[config.mk]
export PLATFORM = sky130hd
export DESIGN_NAME = if_fetch_queue
export DESIGN_NICKNAME = d
export VERILOG_FILES = /design/src/rtl/if_fetch_queue.sv
export SDC_FILE = /design/constraint.sdc
export NUM_CORES = 1
export LEC_CHECK = 0
export BUFFER_PORTS_ARGS = -buffer_cell sky130_fd_sc_hd__buf_4
export CORE_ASPECT_RATIO = 1.75
export CORE_MARGIN = 2
export CORE_UTILIZATION = 30
export CTS_CLUSTER_SIZE = 10
export DETAILED_ROUTE_END_ITERATION = 8
export SYNTH_ARGS = -nofsm -noshare
export SYNTH_HDL_FRONTEND = slang
export SYNTH_SLANG_ARGS = --single-unit
[constraint.sdc]
create_clock -name clk -period 3.5 [get_ports clk]
set_clock_uncertainty 0.2 [all_clocks]
set_input_delay 0.35 -clock clk [delete_from_list [all_inputs] [get_ports clk]]
set_output_delay 0.35 -clock clk [all_outputs]
set_load 0.01 [all_outputs]
[src/rtl/if_fetch_queue.sv]
// Instruction-fetch front end: sequential PC generation, synchronous ROM access and a small
// pc/instruction queue feeding decode. Optional perf counters are enabled by FETCH_PERF_CNT_EN.
module if_fetch_queue #(
    parameter int unsigned DEPTH    = 4,
    parameter logic [31:0] RESET_PC = 32'h0000_0000
) (
    input  logic        clk,
    input  logic        rst,
    output logic        rom_ce_o,
    output logic [31:0] rom_addr_o,
    input  logic [31:0] rom_data_i,
    output logic        id_valid_o,
    output logic [31:0] id_pc_o,
    output logic [31:0] id_inst_o,
    input  logic        id_ready_i,
`ifdef FETCH_PERF_CNT_EN
    output logic [31:0] stall_cnt_o,
    output logic [31:0] fetch_cnt_o,
`endif
    input  logic        flush_i,
    input  logic [31:0] flush_pc_i
);

    localparam int unsigned PtrW = (DEPTH > 1) ? $clog2(DEPTH) : 1;
    localparam int unsigned CntW = PtrW + 1;
    localparam logic [CntW:0] DepthW = (CntW + 1)'(DEPTH);

    logic [31:0]     pc_q, pc_d;
    logic [31:0]     resp_pc_q, resp_pc_d;
    logic [CntW-1:0] count_q, count_d;
    logic [PtrW-1:0] rd_ptr_q, rd_ptr_d;
    logic [PtrW-1:0] wr_ptr_q, wr_ptr_d;
    logic            inflight_q, inflight_d;
    logic            discard_q, discard_d;
    logic [63:0]     mem_q [DEPTH];

    logic [CntW:0]   occupancy;
    logic            push;
    logic            pop;
    logic [63:0]     head;

    // Occupancy includes the in-flight fetch so a returning response always has a free slot.
    assign occupancy  = {1'b0, count_q} + {{CntW{1'b0}}, inflight_q};
    assign rom_ce_o   = !rst && !flush_i && (occupancy < DepthW);
    assign rom_addr_o = pc_q;

    assign push       = inflight_q && !discard_q;
    assign id_valid_o = !rst && (count_q != '0);
    assign pop        = id_valid_o && id_ready_i;

    assign head       = mem_q[rd_ptr_q];
    assign id_pc_o    = id_valid_o ? head[63:32] : 32'h0;
    assign id_inst_o  = id_valid_o ? head[31:0]  : 32'h0;

    always_comb begin
        pc_d       = pc_q;
        resp_pc_d  = resp_pc_q;
        count_d    = count_q;
        rd_ptr_d   = rd_ptr_q;
        wr_ptr_d   = wr_ptr_q;
        inflight_d = 1'b0;
        discard_d  = 1'b0;
        if (flush_i) begin
            pc_d      = flush_pc_i;
            count_d   = '0;
            rd_ptr_d  = '0;
            wr_ptr_d  = '0;
            discard_d = inflight_q;
        end else begin
            if (rom_ce_o) begin
                pc_d       = pc_q + 32'd4;
                resp_pc_d  = pc_q;
                inflight_d = 1'b1;
            end
            if (push) begin
                wr_ptr_d = wr_ptr_q + PtrW'(1);
            end
            if (pop) begin
                rd_ptr_d = rd_ptr_q + PtrW'(1);
            end
            unique case ({push, pop})
                2'b10:   count_d = count_q + CntW'(1);
                2'b01:   count_d = count_q - CntW'(1);
                default: count_d = count_q;
            endcase
        end
    end

    always_ff @(posedge clk) begin
        if (rst) begin
            pc_q       <= RESET_PC;
            resp_pc_q  <= RESET_PC;
            count_q    <= '0;
            rd_ptr_q   <= '0;
            wr_ptr_q   <= '0;
            inflight_q <= 1'b0;
            discard_q  <= 1'b0;
        end else begin
            pc_q       <= pc_d;
            resp_pc_q  <= resp_pc_d;
            count_q    <= count_d;
            rd_ptr_q   <= rd_ptr_d;
            wr_ptr_q   <= wr_ptr_d;
            inflight_q <= inflight_d;
            discard_q  <= discard_d;
        end
    end

    // Storage carries no reset; validity is tracked solely by count_q.
    always_ff @(posedge clk) begin
        if (!rst && !flush_i && push) begin
            mem_q[wr_ptr_q] <= {resp_pc_q, rom_data_i};
        end
    end

`ifdef FETCH_PERF_CNT_EN
    logic [31:0] stall_cnt_q;
    logic [31:0] fetch_cnt_q;

    always_ff @(posedge clk) begin
        if (rst) begin
            stall_cnt_q <= 32'h0;
            fetch_cnt_q <= 32'h0;
        end else begin
            if (id_valid_o && !id_ready_i) begin
                stall_cnt_q <= stall_cnt_q + 32'd1;
            end
            if (pop && !flush_i) begin
                fetch_cnt_q <= fetch_cnt_q + 32'd1;
            end
        end
    end

    assign stall_cnt_o = stall_cnt_q;
    assign fetch_cnt_o = fetch_cnt_q;
`endif

endmodule
==> results.cfg <==
[run_status]
status = finished, final reports clean

[timing]
rsz0062_at_grt = no
max_slew_margin = 0.378
period_share = 0.823
max_freq_mhz = 347
period_needed_ns = 2.88
report.final.hold_viol_count = 0
slew_viol_final = 0
tns_ns = 0
fin_ws_ns = 0.618
setup_violations = 0
worst_pin_slew_ns = 0.932

[global_route]
grt_pass1_wl_mm = 48.8
met3_usage = 0.0196
grtUsageMet1 = 0.160
grt_use_met2 = 0.262
grt_busiest_layer = met2
grt_pass1_vias = 8478
grt_start_max_net_pins = 66
antenna_found_initial = 0
grt-ovfl-total = 0
grt_usage = 0.140

[synth]
synth-simple-area-share = 0.108
synth-warning-count = 0
synth_compound_area_frac = 0.0488
ys.flop_type = edfxtp_1
yosys_register_bits = 331
synth_most_common_cell = edfxtp_1
synth_area_per_cell_um2 = 15.5
yosys.area.top_type = edfxtp_1
synth_top_family_by_area = multiplexers
synth-xor-area-share = 0.00862
syn-cell-area_um2 = 13200
syn_nets = 925
synth-async-reset-ratio = 0
ys_types = 54
synth_commonest_cells = edfxtp_1 (256), nand2_1 (80), dfxtp_1 (75)
synth_top_cell_area_share = 0.582
synthMuxAreaShare = 0.111
netlist_instances = 850
synth_edf_count = 256
synthTopCellsByArea = edfxtp_1 (58%), dfxtp_1 (11%), mux4_2 (11%), and2_1 (3.2%), nand2_1 (2.3%)
ys_seq_area_frac = 0.696
synthAdderAreaFrac = 0.00720

[power]
power.leakage_uw = 0.00592
finalPower_uw = 8350
vdd_ir_drop_max_v = 0.000292
power_per_cell_area_nw_per_um2 = 492
swShare = 0.205
clockPowerShare = 0.432
sequentialPowerShare = 0.521
combPwrFrac = 0.048
internal-power_uw = 6640
p_sw_uw = 1710

[route]
viasPerCell = 4.81
drc = 0
wire_per_inst_um = 19.2
drtIter0Drc = 428
wl_mm = 32.1
via_count = 8058
drtPass1Iterations = 5
detail-route-antenna-nets = 0

[placed_design]
dp_hpwl_mm = 20.8
post-place-ws_ns = 1.01
placed_cell_area_um2 = 15200
io_buffers = 165
gp_congestion = 0.790
dp.cells = 1551

[worst_hold_path]
hold_class = in2reg
min_path_cells = 4
hold_start = flush_pc_i[16]
min_to = rom_addr_o[16]

[critical_path]
crit_path_end_kind = primary output
cp_data_arrival_time_ns = 2.33
r2r_end = count_q[2]
required_ns = 2.95
cp-start-kind = flop
rrSetupSlack_ns = 0.99
timing.rr.start = count_q[0]
ff2ff_path_depth = 8
critical_path.max_fanout = 23
worstSetupPathType = reg2out

[finish]
layout-drive-gt1-share = 0.279
layoutNonFillerInstCount = 1674
design_area_um2 = 17000
area_delta_synth_final_pct = 28.5
finish.net_count = 1166
diodes = 0

[die]
die_w_um = 163
die-area_um2 = 45800
core_area_um2 = 43500
row_count = 101
die_h_um = 282
start_util = 0.304
pin_count = 166

[clocking]
hold_buffers = 65
cts_root_buffer = clkbuf_16
cts_tree = built
post_cts_buffers = 0
clkLatencyLatePin_ns = 0.52
clock-sinks = 331
htree_levels = 2
cts-resized-gates = 0
clk_pin_slew_worst_paths_ns = 0.06
cts_buffers = 39
cts_buffer_depth = 3

[run]
cap_violations = 0
[cell families after synthesis]
logic type	after synthesis
flip-flops	331
AND/OR/NAND/NOR	269
AO/OA/AOI/OAI	94
buffers and inverters	69
multiplexers	67
XOR/XNOR	13
adder cells (fa/ha/maj)	7
[per-stage QoR]
| stage | hold slack, ns | utilization |
|---|---|---|
| global placement | 0.274 | 0.350 |
| global route | 0.0410 | 0.390 |
| CTS | 0.00502 | 0.390 |
| finish | 0.0169 | 0.390 |
| floorplan | 0.249 | - |
| detailed placement | 0.279 | 0.350 |
[final cells by class]
cell class                 instances  area, um^2
fill                            4133       26500
sequential                       331        9200
multi-input combinational        450        3770
timing repair buffer             250        2110
clock buffer                      57        1110
tap                              566         708
inverter                          19        71.3
clock inverter                     1        3.75
[sequential cells by signal, indices dropped and copies added (netlist names), named ones only]
register,cells
rd_ptr_q,2
mem_q,256
wr_ptr_q,2
discard_q,1
rom_addr_o,32
inflight_q,1
count_q,3
resp_pc_q,32
[power by group through the flow]
stage	clock network (uW)	registers, uW	logic, uW
after floorplan	0	4410	153
after global placement	0	4420	339
after detailed placement	0	4430	344
after CTS	3690	4350	406
after global routing	3840	4350	437
final	3600	4350	398
[worst max path at each step]
stage	startpoint	endpoint	slack [ns]	cells past startpoint
3_5_place_dp	rst	mem_q[0][0]	1.01	4
6_report	count_q[0]	rom_ce_o	0.62	5
4_1_cts	flop	id_pc_o[16]	0.55	4
5_1_grt	rst	rom_ce_o	0.46	6
3_3_place_gp	rst	rom_addr_o[27]	1.03	6
2_1_floorplan	rst	mem_q[0][0]	0.50	3
[layout by cell type (no fill, tap or decap), types with 3 or more instances in the layout]
| cell | netlist | routed |
|---|---|---|
| inv_1 | 18 | 18 |
| dfxtp_1 | 75 | 73 |
| dlygate4sd3_1 | 0 | 65 |
| edfxtp_1 | 256 | 256 |
| a211oi_1 | 6 | 6 |
| a311oi_1 | 12 | 12 |
| a31oi_1 | 4 | 4 |
| and4_1 | 7 | 7 |
| nor2b_1 | 4 | 4 |
| buf_12 | 0 | 6 |
| clkbuf_16 | 0 | 42 |
| mux4_2 | 64 | 64 |
| and3_4 | 0 | 4 |
| nor4_1 | 4 | 4 |
| nand3_1 | 16 | 16 |
| nor2_1 | 34 | 33 |
| nand2_1 | 80 | 80 |
| a311o_1 | 4 | 4 |
| o211ai_1 | 4 | 4 |
| or3_1 | 9 | 9 |
| nor3_1 | 15 | 15 |
| a21oi_1 | 39 | 39 |
| clkbuf_1 | 33 | 15 |
| xnor2_1 | 10 | 10 |
| o31ai_1 | 3 | 3 |
| nand4_1 | 8 | 8 |
| and3_1 | 10 | 6 |
| buf_4 | 0 | 179 |
| and2_1 | 67 | 67 |
| xor2_1 | 3 | 3 |
| o21ai_0 | 7 | 7 |
| ha_1 | 6 | 6 |
| or4_1 | 5 | 5 |
[layer usage]
metal	up-vias	wire length, um	share of wire
li1	3743	-	-
met1	3999	12300	0.38
met2	246	17200	0.54
met3	70	1330	0.041
met4	0	1230	0.038
met5	-	0	0
[critical path, cell delays in order (launching register included)]
cell and delay (ns):
dfxtp_1 0.46, a31oi_2 0.12, buf_4 0.20, nand2_1 0.10
clkinv_1 0.53, buf_4 0.38
(Power assumes the default switching activity.)
